--- config.mk ---
export PLATFORM = sky130hd
export DESIGN_NAME = led_seq_ctrl_flat
export DESIGN_NICKNAME = d
export VERILOG_FILES = /design/src/rtl/led_seq_ctrl_if.sv /design/src/rtl/led_seq_ctrl.sv /design/src/flat_wrapper.sv
export SDC_FILE = /design/constraint.sdc
export NUM_CORES = 1
export LEC_CHECK = 0
export CAP_MARGIN = 30
export CORE_ASPECT_RATIO = 0.7
export CORE_MARGIN = 10
export CORE_UTILIZATION = 45
export DETAILED_ROUTE_END_ITERATION = 8
export PLACE_DENSITY = 0.79
export REMOVE_ABC_BUFFERS = 1
export SLEW_MARGIN = 40
export SYNTH_ARGS = -nofsm -noshare
export SYNTH_HDL_FRONTEND = slang
export SYNTH_SLANG_ARGS = --single-unit
--- constraint.sdc ---
create_clock -name clk -period 2.1 [get_ports clk]
set_input_delay 0.42 -clock clk [delete_from_list [all_inputs] [get_ports clk]]
set_output_delay 0.42 -clock clk [all_outputs]
set_load 0.02 [all_outputs]
--- src/rtl/led_seq_ctrl_if.sv ---
// led_seq_ctrl_if
//   Command channel between the host-side command decoder and the LED
//   sequencing controller. A command is accepted on a rising clk edge where
//   cmd_valid and cmd_ready are both high.
//
//   cmd_valid  decoder -> ctrl  command present
//   cmd_ready  ctrl -> decoder  controller can take a command this cycle
//   cmd_mode   decoder -> ctrl  0 off, 1 rotate-left, 2 rotate-right, 3 blink
//   cmd_speed  decoder -> ctrl  rate select (used only with LED_SEQ_SPEED_EN)
interface led_seq_ctrl_if;
  logic       cmd_valid;
  logic       cmd_ready;
  logic [1:0] cmd_mode;
  logic [1:0] cmd_speed;

  modport master (
    output cmd_valid,
    output cmd_mode,
    output cmd_speed,
    input  cmd_ready
  );

  modport slave (
    input  cmd_valid,
    input  cmd_mode,
    input  cmd_speed,
    output cmd_ready
  );
endinterface

--- src/rtl/led_seq_ctrl.sv ---
// led_seq_ctrl
//   Sequencing controller for the 8-bit LED bank. Takes pattern commands over
//   a valid/ready channel and steps the LEDs (off, rotate-left, rotate-right,
//   blink) on a timebase of div_max+1 clk cycles.
//
//   Optional feature macro: LED_SEQ_SPEED_EN. When defined, cmd_speed is
//   latched on accept and div_max = TICK_MAX >> speed. Otherwise cmd_speed is
//   ignored and div_max = TICK_MAX.
//
//   Ports
//     clk    system clock
//     rstn   asynchronous active-low reset
//     cmd    command channel (slave side)
//     hold   freezes step counter and pattern while high (RUN only)
//     step   one-cycle pulse on every pattern advance
//     busy   high while loading or running a pattern
//     led    LED drive, 1 = on
module led_seq_ctrl #(
  parameter logic [24:0] TICK_MAX = 25'd24_999_999
) (
  input  logic           clk,
  input  logic           rstn,
  led_seq_ctrl_if.slave  cmd,
  input  logic           hold,
  output logic           step,
  output logic           busy,
  output logic [7:0]     led
);

  typedef enum logic [1:0] {
    ST_IDLE = 2'd0,
    ST_LOAD = 2'd1,
    ST_RUN  = 2'd2
  } state_e;

  state_e      state_q, state_d;
  logic [1:0]  mode_q, mode_d;
  logic [24:0] cnt_q, cnt_d;
  logic [24:0] div_max_s;
  logic [7:0]  led_q, led_d;
  logic        step_q, step_d;
  logic        ready_s;
  logic        accept_s;

  // Starting pattern shown on the edge that leaves LOAD.
  function automatic logic [7:0] init_pattern(input logic [1:0] mode);
    logic [7:0] pat;
    case (mode)
      2'd1:    pat = 8'h01;
      2'd2:    pat = 8'h80;
      2'd3:    pat = 8'hFF;
      default: pat = 8'h00;
    endcase
    return pat;
  endfunction

  // Pattern after one step in the given mode.
  function automatic logic [7:0] advance(input logic [1:0] mode, input logic [7:0] cur);
    logic [7:0] nxt;
    case (mode)
      2'd1:    nxt = {cur[6:0], cur[7]};
      2'd2:    nxt = {cur[0], cur[7:1]};
      2'd3:    nxt = ~cur;
      default: nxt = 8'h00;
    endcase
    return nxt;
  endfunction

  assign ready_s       = (state_q != ST_LOAD);
  assign accept_s      = cmd.cmd_valid && ready_s;
  assign cmd.cmd_ready = ready_s;
  assign busy          = (state_q != ST_IDLE);
  assign step          = step_q;
  assign led           = led_q;

`ifdef LED_SEQ_SPEED_EN
  logic [1:0] speed_q, speed_d;

  // Speed select captured with the command; only changes on accept.
  always_comb begin
    speed_d = speed_q;
    if (accept_s) begin
      speed_d = cmd.cmd_speed;
    end else begin
      speed_d = speed_q;
    end
  end

  // Speed register.
  always_ff @(posedge clk or negedge rstn) begin
    if (!rstn) begin
      speed_q <= 2'd0;
    end else begin
      speed_q <= speed_d;
    end
  end

  assign div_max_s = TICK_MAX >> speed_q;
`else
  logic speed_unused_s;
  assign speed_unused_s = ^cmd.cmd_speed;
  assign div_max_s      = TICK_MAX;
`endif

  // Next-state and datapath decode. A command accepted in RUN takes priority
  // over a wrap in the same cycle, so no step is issued then.
  always_comb begin
    state_d = state_q;
    mode_d  = mode_q;
    cnt_d   = cnt_q;
    led_d   = led_q;
    step_d  = 1'b0;
    if (accept_s) begin
      mode_d = cmd.cmd_mode;
    end else begin
      mode_d = mode_q;
    end
    case (state_q)
      ST_IDLE: begin
        cnt_d = 25'd0;
        led_d = 8'h00;
        if (accept_s) begin
          state_d = ST_LOAD;
        end else begin
          state_d = ST_IDLE;
        end
      end
      ST_LOAD: begin
        cnt_d = 25'd0;
        led_d = init_pattern(mode_q);
        if (mode_q != 2'd0) begin
          state_d = ST_RUN;
        end else begin
          state_d = ST_IDLE;
        end
      end
      ST_RUN: begin
        if (accept_s) begin
          state_d = ST_LOAD;
        end else if (hold) begin
          state_d = ST_RUN;
        end else if (cnt_q == div_max_s) begin
          cnt_d  = 25'd0;
          step_d = 1'b1;
          led_d  = advance(mode_q, led_q);
        end else begin
          cnt_d = cnt_q + 25'd1;
        end
      end
      default: begin
        state_d = ST_IDLE;
        cnt_d   = 25'd0;
        led_d   = 8'h00;
      end
    endcase
  end

  // State and datapath registers.
  always_ff @(posedge clk or negedge rstn) begin
    if (!rstn) begin
      state_q <= ST_IDLE;
      mode_q  <= 2'd0;
      cnt_q   <= 25'd0;
      led_q   <= 8'h00;
      step_q  <= 1'b0;
    end else begin
      state_q <= state_d;
      mode_q  <= mode_d;
      cnt_q   <= cnt_d;
      led_q   <= led_d;
      step_q  <= step_d;
    end
  end

endmodule

--- src/flat_wrapper.sv ---
// flat-port wrapper written by rule: the top's interface ports become plain ports
module led_seq_ctrl_flat 
#(
  parameter logic [24:0] TICK_MAX = 25'd24_999_999
)
  (clk, rstn, hold, step, busy, led, cmd_cmd_valid, cmd_cmd_mode, cmd_cmd_speed, cmd_cmd_ready);
  led_seq_ctrl_if cmd_i ();
  input  logic clk;
  input  logic rstn;
  input  logic hold;
  output logic step;
  output logic busy;
  output logic [7:0] led;
  input wire logic [$bits(cmd_i.cmd_valid)-1:0] cmd_cmd_valid;
  input wire logic [$bits(cmd_i.cmd_mode)-1:0] cmd_cmd_mode;
  input wire logic [$bits(cmd_i.cmd_speed)-1:0] cmd_cmd_speed;
  output wire logic [$bits(cmd_i.cmd_ready)-1:0] cmd_cmd_ready;
  assign cmd_i.cmd_valid = cmd_cmd_valid;
  assign cmd_i.cmd_mode = cmd_cmd_mode;
  assign cmd_i.cmd_speed = cmd_cmd_speed;
  assign cmd_cmd_ready = cmd_i.cmd_ready;
  led_seq_ctrl #(.TICK_MAX(TICK_MAX)) u_core (.clk(clk), .rstn(rstn), .cmd(cmd_i), .hold(hold), .step(step), .busy(busy), .led(led));
endmodule
Word level (Yosys, flattened, before mapping)

Index checks and enable logic that the tools add are counted.

Add/sub/neg operators: 1
Eq/ne operators: 11
Mux-type cells: 19
Bitwise logic cells: 1
Reduce and logical (&&, ||, !) cells: 6

Operators by type and width:

| operator                                      | number |
|---|---|
| 2-to-1 mux 25 bit                             | 4 |
| case mux 8 bit (3 select lines)               | 2 |
| adder 25 x 1 -> 25 bit, second input constant | 1 |
| == test 25 bit, second input constant         | 1 |
| 2-to-1 mux 8 bit                              | 3 |
| case mux 8 bit (2 select lines)               | 1 |
| NOT 8 bit                                     | 1 |
| == test 2 bit, second input constant          | 3 |
| 2-to-1 mux 2 bit                              | 3 |
| case mux 2 bit (3 select lines)               | 1 |
| 2-to-1 mux 1 bit                              | 5 |
| == test 2 x 1 -> 1 bit, second input constant | 2 |
| != test 2 x 1 -> 1 bit, second input constant | 2 |
| != test 2 bit, second input constant          | 2 |
| nonzero test 2 bit                            | 2 |
| != test 3 x 2 -> 1 bit, second input constant | 1 |
| AND reduction 3 bit                           | 1 |
| zero test 2 bit                               | 1 |
| AND reduction 2 bit                           | 1 |
| logical AND 1 bit                             | 1 |

Bits in registers: 38

Depth between registers and ports, before layout

Gate-level depths: netlist of run 1.

Depth after elaboration: 6
Mapped depth: 9

Worst setup path before layout of run 1

Ideal clock, no wire load.

Path type: flip-flop to flip-flop
Start point: reg u_core.state_q[1]
End point: reg u_core.led_q[7], in the netlist u_core.led[7]
Setup time: 125 ps
Arrival time: 1,845 ps
Setup slack: 131 ps
Cell stages (with the launch flop): 9
Buffers on the path: 2
Period minus slack after synthesis: 1,969 ps
Cells stage by stage: dfrtp_1 > inv_1 > ha_1 > clkbuf_2 > nand2b_2 > nand4b_4 > o31ai_4 > buf_6 > mux2_2

Word-level cells in the longest chain between the ends: 4

RTL lines:

| element                       | RTL line            | text |
|---|---|---|
| start: declaration            | led_seq_ctrl.sv:36  | `state_e state_q, state_d;` |
| start signal: assignment      | led_seq_ctrl.sv:167 | `state_q <= state_d;` |
| != test 2 x 1 -> 1 bit        | led_seq_ctrl.sv:69  | `assign ready_s = (state_q != ST_LOAD);` |
| logical AND 1 bit             | led_seq_ctrl.sv:70  | `assign accept_s = cmd.cmd_valid && ready_s;` |
| != test 2 bit (no line)       | -                   |  |
| AND reduction 3 bit (no line) | -                   |  |
| end signal: assignment        | led_seq_ctrl.sv:170 | `led_q <= led_d;` |
| end: declaration              | led_seq_ctrl.sv:40  | `logic [7:0] led_q, led_d;` |

Parallel ways exist; a longest one is shown, timed or not.
A chain may end at the register's enable or synchronous reset.

Worst setup path in the final report of run 1

Start point: reg u_core.cnt_q[10]
End point: reg u_core.led_q[6], in the netlist u_core.led[6]

Word-level cells in the longest chain between the ends: 3

RTL lines:

| element                          | RTL line            | text |
|---|---|---|
| start: declaration               | led_seq_ctrl.sv:38  | `logic [24:0] cnt_q, cnt_d;` |
| start signal: assignment         | led_seq_ctrl.sv:169 | `cnt_q <= cnt_d;` |
| == test 25 bit                   | led_seq_ctrl.sv:142 | `end else if (cnt_q == div_max_s) begin` |
| != test 2 x 1 -> 1 bit (no line) | -                   |  |
| AND reduction 3 bit (no line)    | -                   |  |

Every way passes these cells.

==> results of run 1 <==
-- flip-flops by register name, indices dropped and copies added, names as in the netlist --
register	flops
u_core.cnt_q	25
u_core.led	8
u_core.mode_q	2
u_core.state_q	2
u_core.step	1
-- worst min-delay path by stage --
stage / start / end / slack [ns]
2_1_floorplan: rstn / u_core.cnt_q[0]$_DFFE_PN0P_ / 0.12
3_3_place_gp: rstn / u_core.cnt_q[18]$_DFFE_PN0P_ / 0.40
3_5_place_dp: rstn / u_core.cnt_q[24]$_DFFE_PN0P_ / 0.40
4_1_cts: rstn / u_core.state_q[0]$_DFFE_PN0P_ / 0.09
5_1_grt: rstn / u_core.state_q[0]$_DFFE_PN0P_ / 0.11
6_report: rstn / u_core.cnt_q[24]$_DFFE_PN0P_ / 0.08
-- stage by stage --
step                      hold WS, ns  utilization (%)  cells
after floorplan                0.1244                -    249
after global placement         0.4002            52.16    355
after detailed placement       0.4046            52.16    355
after CTS                     0.09043            53.90    363
after global routing           0.1073            54.45    363
final                         0.07826            54.45    363
-- worst register-to-register path, cell delays in order, from the launching register on --
cell	delay (ns)
dfrtp_1	0.44
nor4b_2	0.32
nand4_2	0.23
o31ai_4	0.30
buf_12	0.20
mux2_2	0.35
-- synthesized netlist by cell type, types with 2 or more instances --
master,instances
o211ai_1,5
clkbuf_1,11
mux2_2,4
xor2_1,3
nor4_1,8
and2_1,4
o41ai_1,2
nand2_1,29
a32o_1,3
dfrtp_1,38
nor3_1,5
nand4_1,11
a21oi_1,11
nand3_1,10
nor2_1,22
xnor2_1,9
buf_6,2
a22o_1,3
ha_1,5
o311ai_0,2
a21boi_0,2
and4_2,2
nor2b_1,5
nand4b_1,2
and3_1,5
inv_1,11
o21ai_0,16
or3_1,5
-- power breakdown --
part / switching [W] / total (W) / internal (W)
Combinational: 0.000454 / 0.000784 / 0.000330
Clock: 0.000262 / 0.000527 / 0.000265
Sequential: 0.000108 / 0.000895 / 0.000787
Total: 0.000823 / 0.00221 / 0.00138
-- area by class of cell --
cell class	count	area, sq um	area share, %
Multi-Input combinational cell	200	1343	47.39
Timing Repair Buffer	34	316.6	11.17
Sequential cell	38	950.9	33.57
Clock buffer	7	86.33	3.048
Clock inverter	1	5.005	0.1767
Inverter	11	41.29	1.458
Tap cell	72	90.09	3.180
-- routing by layer --
layer,vias up,global-route usage (%)
li1,1018,-
met1,1020,18.60
met2,70,20.56
met3,9,4.427
met4,0,4.582
met5,-,0
-- kinds of logic after synthesis --
| kind of cell | after synthesis | synth area share [%] |
|---|---|---|
| AOI/OAI and AO/OA | 56 | 16.45 |
| xor gates and xnor gates | 12 | 4.401 |
| buffers and inverters | 27 | 5.081 |
| DFF | 38 | 39.81 |
| adders and majority gates | 5 | 2.619 |
| and+or+nand+nor | 123 | 29.75 |
| muxes | 4 | 1.886 |
==> results.toml, run 1 <==
[synth]
synth_flop_cell = "dfrtp_1"
synth_top_area_cell = "dfrtp_1"
ys_warn_count = 0
ys_seq_elements = 38
synth.top_cell.area_share_pct = 39.81
synth_area_sq_um = 2389
synthArstFlopShare_pct = 100.0
synth_area_per_cell_sq_um = 9.013
synth-seq-area-share_pct = 39.81
ys_types = 58
synth_edf_count = 0
syn_inst = 265
netlist_top_cells_area = "dfrtp_1 40%, nand2_1 4.6%, nor2_1 3.5%"

[global_route]
grt_pass1_wl_microns = 9811
grt_usage_pct = 13.82
grt_max_degree = 23
grt_overflow = 0
antenna_found_initial = 0
grt_pass1_vias = 2065

[detailed_routing]
vias_per_cell = 5.832
routed_wl_microns = 5818
top_layer = "met4"
drt-pass1-iter-count = 5
wl_met2_microns = 2514
vias = 2117
drtAntennaViolNets = 0
post_drt_wl_per_cell_microns = 16.03
drt-initial-drc-count = 119
drc = 0
dr_wl_met3_microns = 413
wl_met1_microns = 2819

[critical_path]
crit_type = "reg -> reg"
critPathMaxStageDelay_ns = 0.44
crit_cells = 5
worstPathRequired_ns = 2.28
path_max_fanout = 22
critical_path_buf_inv_count = 1
ff2ff_setup_slack_ns = 0.15
slowest_stage = "dfrtp_1"
reg2regPathDepth = 5
endpoint_kind = "register"
worstSetupEndpoint = "u_core.led[6]$_DFFE_PN0P_"
r2r_start = "u_core.cnt_q[10]$_DFFE_PN0P_"
cp_data_arrival_time_ns = 2.13
crit_chain = "nor4b_2, nand4_2, o31ai_4, buf_12, mux2_2"
startpoint_type = "register"
critPathTopFamily = "simple AND/OR/NAND/NOR gates"
crit_start = "u_core.cnt_q[10]$_DFFE_PN0P_"
rr_endpoint = "u_core.led[6]$_DFFE_PN0P_"

[clock_tree]
clk_pin_slew_ns = 0.07
root_buffer = "clkbuf_8"
cts_tree = "done"
cts_buffers = 5
clkLatencyLatePin_ns = 0.29
cts_hold_buffers = 0
clock-sinks = 38
cts_buffer_depth = 2
ctsResizeCount = 1
cts_setup_buffers = 0
htreeDepth = 2

[final_layout]
syn_to_final_growth_pct = 18.60
fillers = 452
layout-drive-gt1-share_pct = 17.18
diodes = 0
final_common_cell = "dfrtp_1"
design_area_sq_um = 2833
layout_common_cells = "38 x dfrtp_1, 29 x nand2_1, 22 x nor2_1"
nets = 303

[floorplan]
die_area_sq_um = 8669
die_w_microns = 107.1
ioPinCount = 19
die_h_microns = 80.96
core_area_sq_um = 5202
initial_utilization_pct = 45.91
fp-row-count = 22

[sta]
worst_slack_ns = 0.1512
tightest_slew_ns = 0.5304
fmax_ghz = 0.5131
rsz0062_at_grt = "false"
finalHoldViolCount = 0
fin_crit_sh_pct = 92.80
finalSetupTns_ns = 0
fin_skew_ns = 0.004398
slew_headroom_pct = 64.64
setup_violations = 0
final_max_slew_viol_count = 0
min_period_ns = 1.949

[placement]
portBuffers = 16
dp_worst_setup_slack_ns = -0.04656
gp_congestion = 0.8863
post_dp_cell_area_sq_um = 2714
hpwl_microns = 4268

[pwr]
ir_worst_vdd_mv = 0.6493
powerDensity_nw_per_um2 = 778.7
leakagePower_nw = 1.147
power_w = 0.002206

[flow_run]
drv_cap = 0

[outcome]
run_status = "completed"

[min_path]
hold_class = "in -> async"
No activity file was read; power rests on OpenSTA's default activity.
==> run 2, diff against run 1 <==
--- a/config.mk
+++ b/config.mk
@@ -10,6 +10,8 @@
 export CORE_MARGIN = 10
 export CORE_UTILIZATION = 45
 export DETAILED_ROUTE_END_ITERATION = 8
+export HOLD_SLACK_MARGIN = 0.15
+export MAX_ROUTING_LAYER = met4
 export PLACE_DENSITY = 0.79
 export REMOVE_ABC_BUFFERS = 1
 export SLEW_MARGIN = 40
==> run 2 against run 1 <==
  * First-iteration DRC count increased by 15%
  * Sequential share of layout area fell by 0.12 points
  * Die area unchanged
  * Register-to-register slack barely moved
  * Via count is 0.47% lower
  * Highest routed layer unchanged
==> results.toml, run 2 (synthesis results as in run 1) <==
[outcome]
run_status = "completed"

[sta]
min_period_ns = 1.946
holdWs_ns = 0.5658
rsz0062_at_grt = "false"
final_max_slew_viol_count = 0
finalHoldViolCount = 0
fin_crit_sh_pct = 92.65
fmax_ghz = 0.5140
fin_skew_ns = 0.003899
slew_headroom_pct = 65.12
tightest_slew_ns = 0.5231
setup_violations = 0

[clock_tree]
clkLatencyLatePin_ns = 0.29
cts_tree = "done"
root_buffer = "clkbuf_8"
clk_pin_slew_ns = 0.07
htreeDepth = 2
cts_buffers = 5
cts_setup_buffers = 0
clock-sinks = 38
cts_buffer_depth = 2

[detailed_routing]
drc = 0
routed_wl_microns = 5774
drtAntennaViolNets = 0
vias_per_cell = 5.788
vias = 2107
post_drt_wl_per_cell_microns = 15.86
drt-pass1-iter-count = 4
drt-initial-drc-count = 137

[floorplan]
initial_utilization_pct = 45.91
die_w_microns = 107.1
ioPinCount = 19
die_h_microns = 80.96
die_area_sq_um = 8669
fp-row-count = 22
core_area_sq_um = 5202

[final_layout]
layout_common_cells = "38 x dfrtp_1, 29 x nand2_1, 22 x nor2_1"
diodes = 0
fillers = 448
regMostFlops = "u_core.cnt_q"
final_common_cell = "dfrtp_1"
syn_to_final_growth_pct = 19.02
largest_reg_flops = 25
nets = 304
layout-drive-gt1-share_pct = 17.12

[global_route]
grt_pass1_vias = 2069
grt_pass1_wl_microns = 9832
antenna_found_initial = 0
grt_max_degree = 23
grt_usage_pct = 14.27
grt_overflow = 0

[placement]
hpwl_microns = 4268
portBuffers = 16
gp_congestion = 0.9011

[critical_path]
r2r_start = "u_core.cnt_q[10]$_DFFE_PN0P_"
endpoint_kind = "register"
startpoint_type = "register"
reg2regPathDepth = 5
ff2ff_setup_slack_ns = 0.15
crit_type = "reg -> reg"
critPathMaxStageDelay_ns = 0.45
worstPathRequired_ns = 2.28
cp_data_arrival_time_ns = 2.12
rr_endpoint = "u_core.led[6]$_DFFE_PN0P_"
path_max_fanout = 22
slowest_stage = "dfrtp_1"
crit_chain = "nor4b_2, nand4_2, o31ai_4, buf_12, mux2_2"

[pwr]
p_int_w = 0.001384
powerDensity_nw_per_um2 = 772.6
combinationalPowerShare_pct = 35.7
p_seq_share_pct = 40.8
power_w = 0.002196
clkPwrFrac_pct = 23.5
switching_share_pct = 37.00
p_sw_w = 0.0008126
leakagePower_nw = 1.151
ir_worst_vdd_mv = 0.6455

[min_path]
whs_path_depth = 2
whs_endpoint = "u_core.cnt_q[24]$_DFFE_PN0P_"
worstHoldStart = "u_core.cnt_q[24]$_DFFE_PN0P_"
hold_class = "reg -> reg"

[flow_run]
drv_cap = 0
run 2: cell count changes in the layout (fill, tap and decap cells not counted), sizes merged:
cell and change:
dlygate4sd3 +1
run 2: layout make-up:
cell class | instances | area (sq um) | area share [%]
multi-input cells | 200 | 1343 | 47.23
flip-flops and latches | 38 | 950.9 | 33.45
repair buffers | 35 | 326.6 | 11.49
well taps | 72 | 90.09 | 3.169
clock buffers | 7 | 86.33 | 3.037
inverters | 11 | 41.29 | 1.452
clock inverters | 1 | 5.005 | 0.1761
run 2: what timing repair did:
action	CTS	global route
hold buffers	1	0
resized for setup	1	8
endpoints found under the setup margin	1	11
pin swaps	0	0
hold endpoints to repair	19	0
gates cloned	0	0
run 2: worst max-delay path by stage:
stage / cells after the start / start / slack (ns) / to
2_1_floorplan: 6 / u_core.state_q[0]$_DFFE_PN0P_ / -0.34 / u_core.cnt_q[22]$_DFFE_PN0P_
3_3_place_gp: 7 / cmd_cmd_valid / 0.02 / u_core.cnt_q[22]$_DFFE_PN0P_
3_5_place_dp: 7 / cmd_cmd_valid / -0.05 / u_core.cnt_q[22]$_DFFE_PN0P_
4_1_cts: 4 / u_core.state_q[1]$_DFFE_PN0P_ / 0.05 / busy
5_1_grt: 8 / u_core.state_q[1]$_DFFE_PN0P_ / 0.02 / u_core.cnt_q[22]$_DFFE_PN0P_
6_report: 5 / u_core.cnt_q[10]$_DFFE_PN0P_ / 0.15 / u_core.led[6]$_DFFE_PN0P_
run 2: critical path, delay by kind of cell, from the launching register on:
kind / cells / cell delay [ns]
AO/OA/AOI/OAI: 1 / 0.30
buffers and inverters: 1 / 0.19
flip-flops: 1 / 0.45
multiplexers: 1 / 0.34
AND/OR/NAND/NOR: 2 / 0.54
run 2: per-stage QoR:
step / cells / instance area, sq um / util, % / TNS, ns / setup slack [ns]
after floorplan: 249 / 2308 / - / -2.325 / -0.3389
final: 364 / 2843 / 54.64 / 0 / 0.1544
after detailed placement: 355 / 2714 / 52.16 / -0.04656 / -0.04656
after global placement: 355 / 2714 / 52.16 / 0 / 0.02160
after global routing: 364 / 2843 / 54.64 / 0 / 0.02302
after CTS: 364 / 2814 / 54.09 / 0 / 0.04529
run 2: power by group through the flow:
stage,registers (W),clock network [W],logic (W)
2_1_floorplan,0.000912,0,0.000409
3_3_place_gp,0.000903,0,0.000753
3_5_place_dp,0.000906,0,0.000771
4_1_cts,0.000892,0.000537,0.000770
5_1_grt,0.000910,0.000564,0.000856
6_report,0.000895,0.000517,0.000784
run 2: routing by layer:
metal,track usage [%],part of all wire [%],vias up
met2,20.44,44,67
met4,4.582,1.0,0
li1,-,-,1018
met5,-,0,-
met3,4.111,6.5,6
met1,18.93,49,1016
